--- config.mk ---
export PLATFORM = sky130hd
export DESIGN_NAME = reg_write_bank
export DESIGN_NICKNAME = d
export VERILOG_FILES = /design/src/rtl/regfile_pkg.sv /design/src/rtl/reg_wr_decoder.sv /design/src/rtl/reg_write_bank.sv
export SDC_FILE = /design/constraint.sdc
export NUM_CORES = 1
export LEC_CHECK = 0
export CAP_MARGIN = 40
export CORE_AREA = 4 4 412 414
export DETAILED_ROUTE_END_ITERATION = 7
export DIE_AREA = 0 0 416 418
export PLACE_DENSITY = 0.43
export SLEW_MARGIN = 40
export SYNTH_ARGS = -nofsm -noshare
export SYNTH_HDL_FRONTEND = slang
export SYNTH_SLANG_ARGS = --single-unit
export TNS_END_PERCENT = 10
--- constraint.sdc ---
create_clock -name clk -period 6.7 [get_ports clk]
set_clock_uncertainty 0.1 [all_clocks]
set_input_delay 1.675 -clock clk [delete_from_list [all_inputs] [get_ports clk]]
set_output_delay 1.675 -clock clk [all_outputs]
set_load 0.01 [all_outputs]
--- src/rtl/regfile_pkg.sv ---
// ============================================================================
// regfile_pkg : shared defaults and FSM encoding for the register-file writer
// Rev 1.0
// ============================================================================
`default_nettype none

package regfile_pkg;

  localparam int WIDTH_DEF = 32;
  localparam int DEPTH_DEF = 32;

  // A one-entry file still needs a one-bit index.
  function automatic int addr_w(input int depth);
    return (depth > 1) ? $clog2(depth) : 1;
  endfunction

  localparam logic [0:0] ST_IDLE  = 1'b0;
  localparam logic [0:0] ST_CLEAR = 1'b1;

endpackage

`default_nettype wire

--- src/rtl/reg_wr_decoder.sv ---
// ============================================================================
// reg_wr_decoder : index + enable to one-hot register write strobe
// Rev 1.0
// ============================================================================
`default_nettype none

module reg_wr_decoder
  import regfile_pkg::*;
#(
  parameter int DEPTH    = DEPTH_DEF,
  parameter int ADDR_W   = addr_w(DEPTH),
  parameter int ZERO_REG = 1
) (
  input  logic              en_i,
  input  logic [ADDR_W-1:0] addr_i,
  output logic [DEPTH-1:0]  sel_o
);

  // Indices at or beyond DEPTH match no bit, so such writes land nowhere.
  for (genvar i = 0; i < DEPTH; i++) begin : g_sel
    if ((ZERO_REG != 0) && (i == 0)) begin : g_zero
      assign sel_o[i] = 1'b0;
    end else begin : g_dec
      assign sel_o[i] = en_i && (addr_i == ADDR_W'(i));
    end
  end

endmodule

`default_nettype wire

--- src/rtl/reg_write_bank.sv ---
// ============================================================================
// reg_write_bank : 32x32 register storage with write commit and bulk clear
// Rev 1.0
// ============================================================================
`default_nettype none

module reg_write_bank
  import regfile_pkg::*;
#(
  parameter int WIDTH    = WIDTH_DEF,
  parameter int DEPTH    = DEPTH_DEF,
  parameter int ADDR_W   = addr_w(DEPTH),
  parameter int ZERO_REG = 1
) (
  input  logic                   clk,
  input  logic                   rst,
  input  logic                   wr_en,
  input  logic [ADDR_W-1:0]      wr_addr,
  input  logic [WIDTH-1:0]       wr_data,
  output logic                   wr_ready,
  output logic                   wr_ack,
  output logic [ADDR_W-1:0]      wr_ack_addr,
  input  logic                   clr_req,
  output logic                   clr_busy,
  output logic                   clr_done,
  output logic [DEPTH*WIDTH-1:0] regs_flat
);

  logic [0:0]        state_q, state_d;
  logic [ADDR_W-1:0] cnt_q, cnt_d;
  logic              wr_ack_q;
  logic [ADDR_W-1:0] wr_ack_addr_q;
  logic              clr_done_q;
  logic [WIDTH-1:0]  regs_q [DEPTH];

  logic              idle_w, clear_w, accept_w, last_w;
  logic              sel_en_w;
  logic [ADDR_W-1:0] sel_addr_w;
  logic [WIDTH-1:0]  commit_data_w;
  logic [DEPTH-1:0]  sel_w;

  assign idle_w   = (state_q == ST_IDLE);
  assign clear_w  = (state_q == ST_CLEAR);
  assign accept_w = wr_en && idle_w;
  assign last_w   = clear_w && (cnt_q == ADDR_W'(DEPTH - 1));

  // One decoder serves both writers: the clear counter owns it while clearing.
  assign sel_en_w      = clear_w || accept_w;
  assign sel_addr_w    = clear_w ? cnt_q : wr_addr;
  assign commit_data_w = clear_w ? '0 : wr_data;

  reg_wr_decoder #(
    .DEPTH    (DEPTH),
    .ADDR_W   (ADDR_W),
    .ZERO_REG (ZERO_REG)
  ) u_dec (
    .en_i   (sel_en_w),
    .addr_i (sel_addr_w),
    .sel_o  (sel_w)
  );

  always_comb begin
    state_d = state_q;
    cnt_d   = cnt_q;
    case (state_q)
      ST_IDLE: begin
        if (clr_req) begin
          state_d = ST_CLEAR;
          cnt_d   = '0;
        end
      end
      ST_CLEAR: begin
        if (last_w) begin
          state_d = ST_IDLE;
          cnt_d   = '0;
        end else begin
          cnt_d = cnt_q + ADDR_W'(1);
        end
      end
      default: begin
        state_d = ST_IDLE;
        cnt_d   = '0;
      end
    endcase
  end

  always_ff @(posedge clk) begin
    if (rst) begin
      state_q       <= ST_IDLE;
      cnt_q         <= '0;
      wr_ack_q      <= 1'b0;
      wr_ack_addr_q <= '0;
      clr_done_q    <= 1'b0;
    end else begin
      state_q       <= state_d;
      cnt_q         <= cnt_d;
      wr_ack_q      <= accept_w;
      wr_ack_addr_q <= accept_w ? wr_addr : wr_ack_addr_q;
      clr_done_q    <= last_w;
    end
  end

  always_ff @(posedge clk) begin
    for (int i = 0; i < DEPTH; i++) begin
      if (rst) begin
        regs_q[i] <= '0;
      end else if (sel_w[i]) begin
        regs_q[i] <= commit_data_w;
      end
    end
  end

  for (genvar i = 0; i < DEPTH; i++) begin : g_flat
    assign regs_flat[i*WIDTH +: WIDTH] = regs_q[i];
  end

  assign wr_ready    = idle_w;
  assign clr_busy    = clear_w;
  assign wr_ack      = wr_ack_q;
  assign wr_ack_addr = wr_ack_addr_q;
  assign clr_done    = clr_done_q;

endmodule

`default_nettype wire

* Yosys cells after proc, flatten, opt, wreduce, memory -nomap -nowiden
Memory sizes are Yosys's and may differ from the RTL's. Index checks and enable logic that the tools add are counted.
Storage, ports and cells: output and inout bits 1033, bits in registers 13, memories 1, input port bits 41, logic and storage cells 240, memory bits (writable) 1024
Operators by class: eq/ne operators 33, reduce and logical (&&, ||, !) cells 34, add/sub/neg operators 1, bitwise logic cells 32, mux-type cells 134
Memories:
- regs_q | words 32, bits a word 32, rd ports 32, clocked after memory_dff 0, wr ports 32, RTL line reg_write_bank.sv:34 | logic [WIDTH-1:0] regs_q [DEPTH];
Operators by type and width (count):
- 32-bit 2-to-1 mux | 32
- 1-bit 2-to-1 mux | 97
- 5-bit == test (second input constant) | 17
- 5-bit by 4-bit == test with 1-bit output (second input constant) | 8
- 1-bit logical AND | 33
- 1-bit bitwise OR | 31
- 5-bit by 3-bit == test with 1-bit output (second input constant) | 4
- 5-bit 2-to-1 mux | 3
- 5-bit by 2-bit == test with 1-bit output (second input constant) | 2
- 5-bit one-hot mux with 2 select lines | 1
- 5-bit by 1-bit adder with 5-bit output (second input constant) | 1
- 5-bit by 1-bit == test with 1-bit output (second input constant) | 1
- 2-bit inequality test (second input constant) | 1
- 1-bit one-hot mux with 2 select lines | 1
- 1-bit logical OR | 1
- 1-bit inverter | 1

* Depth between registers and ports, before layout
depth after elaboration 8, mapped depth 7

* Hierarchy
A second synthesis with hierarchy kept.
Second synthesis, totals: cell total of the unflattened synthesis 2457, area total of the unflattened synthesis 36930.4 µm²
Modules (own cells, without submodules):
- reg_write_bank | area each 36692.7 µm², times used 1, cells an instance 2409
- reg_wr_decoder | area each 237.7 µm², times used 1, cells an instance 48

* Worst setup path before layout
Ideal clock, no wire load.
path kind input port to flip-flop, start input wr_addr[4], end memory regs_q[1][32] (netlist bit) (enable), setup slack 1475 ps, setup time 466 ps, buffers on the path 2, arrival time 4659 ps, stages 5, data required time 6134 ps, cell sequence and3b_1 > clkbuf_1 > buf_2 > o22ai_1 > o21ai_0
RTL lines:
- from (decl) | RTL line reg_write_bank.sv:18 | input logic [ADDR_W-1:0] wr_addr,
- to (decl) | RTL line reg_write_bank.sv:34

* Worst setup path after layout
start register state_q (netlist: clr_busy), end output wr_ready
Between the ends: cells in the longest elaborated chain, start to end 1
Ends and longest elaborated chain:
- from (decl) | RTL line reg_write_bank.sv:29 | logic [0:0] state_q, state_d;
- from (signal assigned) | RTL line reg_write_bank.sv:95 | state_q <= state_d;
- 1-bit inverter
- to (decl) | RTL line reg_write_bank.sv:20 | output logic wr_ready,
No other way between the ends.

==> results.py <==
metrics = {
    "synth": {
        "synthAdderAreaFrac_pct": 0.0685,
        "yosys_warnings": 0,
        "synth-simple-area-share_pct": 13.8,
        "synthDistinctLibCells": 34,
        "syn_inst": 2530,
        "synth_xor_area_share_pct": 0.0240,
        "ys_seq_area_share_pct": 82.3,
        "synth_seq_cells": 1005,
        "muxShareOfSynthArea_pct": 0.110,
        "synthesis.area_mm2": 0.0365,
        "syn_area_per_cell_um2": 14.4,
        "synth-compound-area-share_pct": 1.31,
        "synth_top_family_by_area": "simple AND/OR/NAND/NOR gates",
    },
    "grt": {
        "grt_max_degree": 97,
        "grt.overflow.total": 0,
        "grt_pass1_wl_um": 236000,
        "grt_pass1_vias": 24600,
        "antenna_found_initial": 18,
        "grt_use_total_pct": 20.2,
    },
    "final_layout": {
        "area.sequential_mm2": 0.0301,
        "mostFrequentLayoutCells": "1040 x clkdlybuf4s50_1, 1007 x nor2_1, 992 x edfxtp_1, 194 x nand2_1, 114 x clkbuf_16",
        "syn_to_final_growth_pct": 47.8,
        "drive_gt1_share_pct": 9.27,
        "fill_cells": 16700,
        "finalNonFillerCells": 5917,
        "final_common_cell": "clkdlybuf4s50_1",
        "fin_nets": 3659,
        "multi_input_area_mm2": 0.00636,
    },
    "timing": {
        "rsz0062_at_grt": "false",
        "fmax_mhz": 214,
        "tns_ps": 0,
        "final_max_slew_viol_count": 0,
        "layout_min_cycle_time_ps": 4670,
        "finalSetupViolCount": 0,
        "hold_viol": 0,
        "worst_pin_slew_ps": 994,
        "max_slew_margin_pct": 33.8,
        "timing.final.crit_share_pct": 69.7,
    },
    "pwr": {
        "clkPwrFrac_pct": 41.9,
        "power_density_mw_per_mm2": 274,
        "p_sw_mw": 3.71,
        "power_frac_comb_pct": 9.3,
        "max-vdd-ir-drop_v": 0.000203,
        "intPower_mw": 11.1,
        "leakagePower_nw": 18.1,
        "seqPwrFrac_pct": 48.9,
        "switching_share_pct": 25.1,
    },
    "drt": {
        "drt_iter0_drc": 2075,
        "routed_wl_um": 183000,
        "routedWlPerCell_um": 30.9,
        "drc": 0,
        "avgViaCountPerCell": 4.23,
        "vias": 25000,
        "dr.pass1.iters": 5,
        "final_antenna_net_count": 0,
    },
    "cts": {
        "cts.sinks": 1005,
        "cts_tree": "built",
        "clk_path_buf_depth": 3,
        "ctsResizeCount": 0,
        "h-tree-depth": 3,
        "cts_root_buffer": "clkbuf_16",
        "clk_pin_slew_ps": 60,
        "postCtsSetupBuffers": 0,
        "postCtsHoldBufs": 0,
        "clkLatencyLatePin_ps": 700,
        "numCtsBuffers": 113,
    },
    "worst_setup_path": {
        "worst_ep_arrival_time_ps": 2890,
        "critPathLaunchType": "flop",
        "timing.rr.end": "regs_q[1][215]",
        "reg2regPathDepth": 4,
        "setup.worst_path.end_class": "primary output",
        "criticalPathCategory": "reg -> out",
        "rrSetupSlack_ps": 3430,
        "crit_fanout": 32,
        "required_ps": 4930,
        "rr_startpoint": "clr_busy",
    },
    "run": {
        "max-cap-violations": 0,
    },
    "placed_design": {
        "dp_hpwl_um": 133000,
        "io_buffers": 1041,
        "gp_congestion": 0.824,
        "placed_cells": 5703,
    },
    "outcome": {
        "status": "finished, final reports clean",
    },
    "die": {
        "dieArea_mm2": 0.174,
        "dieWidth_um": 416,
        "start_util_pct": 22.0,
        "fp.dieH_um": 418,
        "io_pins": 1074,
        "design.core.area_mm2": 0.166,
        "std_cell_rows": 150,
    },
    "worst_hold_path": {
        "hold_end": "wr_ack_addr[2]",
        "min_from": "wr_ack_addr[2]",
        "hp-class": "reg -> reg",
        "min_delay_path_depth": 2,
    },
}
cell usage after synthesis:
cell         n  area, um^2
nand2_1    194         728
buf_1        3        11.3
buf_2       46         230
o41ai_1      1        8.76
nor2_1    1008        3780
a31o_2      24         210
nand2b_1     1        6.26
o22ai_1      2        12.5
mux2i_1      4        40.0
nor3b_1      7        52.6
and3_1       3        18.8
xor2_1       1        8.76
o21ai_0      8        40.0
and2_1       2        12.5
buf_4       34         255
nor3_2       1        10.0
conb_1       1        3.75
o221ai_2     6        90.1
edfxtp_1   992       29800
o32a_1       1        10.0
clkinv_1     1        3.75
nor3b_2      4        50.1
and3b_1      7        61.3
dfxtp_1     13         260
clkbuf_1   100         375
nor3_1       1        5.00
nor2b_1     35         219
or4b_2       1        10.0
or2_2        9        56.3
a21oi_1      4        20.0
inv_1        2        7.51
nand3_1      2        10.0
o221ai_1    10        87.6
ha_1         2        25.0
sequential cells by signal, indices dropped and copies added (netlist names):
name         cells
regs_q         992
clr_done         1
clr_busy         1
wr_ack_addr      5
cnt_q            5
wr_ack           1
worst max-delay path by stage:
| stage | startpoint | endpoint | slack, ps | cells after the start |
|---|---|---|---|---|
| floorplan | wr_addr[4] | regs_q[1][32] | 1480 | 5 |
| global placement | wr_addr[0] | regs_q[1][301] | 1590 | 5 |
| detailed placement | wr_addr[0] | regs_q[0][286] | 1670 | 5 |
| CTS | clr_busy | wr_ready | 1920 | 3 |
| global route | clr_busy | wr_ready | 1860 | 3 |
| finish | clr_busy | wr_ready | 2030 | 3 |
critical path, cell delays in order, from the launching register on:
cell and delay [ps]:
dfxtp_4 590, buf_4 720, inv_1 200, clkdlybuf4s50_1 640
routing by layer:
layer	up-vias	track usage, %	wire length [um]
met5	-	0	28
met4	4	9.43	9280
met3	246	4.62	10900
met2	985	36.0	94500
met1	12900	22.8	67900
li1	10900	-	-
power by group through the flow:
stage	clock network (mW)	registers (mW)	logic [mW]
2_1_floorplan	0	7.48	0.279
3_5_place_dp	0	7.37	1.41
3_3_place_gp	0	7.37	1.39
4_1_cts	6.35	7.24	1.42
5_1_grt	6.60	7.26	1.43
6_report	6.20	7.24	1.37
layout make-up:
type                       count  area share, %
sequential                  1005           55.7
timing repair buffer        1123           20.7
multi-input combinational   1370           11.8
clock buffer                 139           5.46
tap                         2204           5.11
clock inverter                70           1.25
inverter                       3         0.0255
antenna                        3         0.0139
metrics by stage:
stage,setup WS [ps],util (%),instance area (um^2),power (mW),hold WS (ps)
global placement,1590,30.0,50000,8.77,386
finish,2030,32.5,54000,14.8,422
global route,1860,32.5,54000,15.3,453
CTS,1920,32.4,53900,15.0,415
floorplan,1480,-,36600,7.76,402
detailed placement,1670,30.2,50300,8.78,399
logic make-up (layout without fill, tap and decap cells):
logic type                 Yosys count  in the layout
DFF                               1005           1005
AOI/OAI and AO/OA                   56             56
adders and majority gates            2              2
other                                1             35
xor gates and xnor gates             1              1
buffers and inverters              186           1335
muxes                                4              4
and+or+nand+nor                   1275           1275
(Power assumes the default switching activity.)
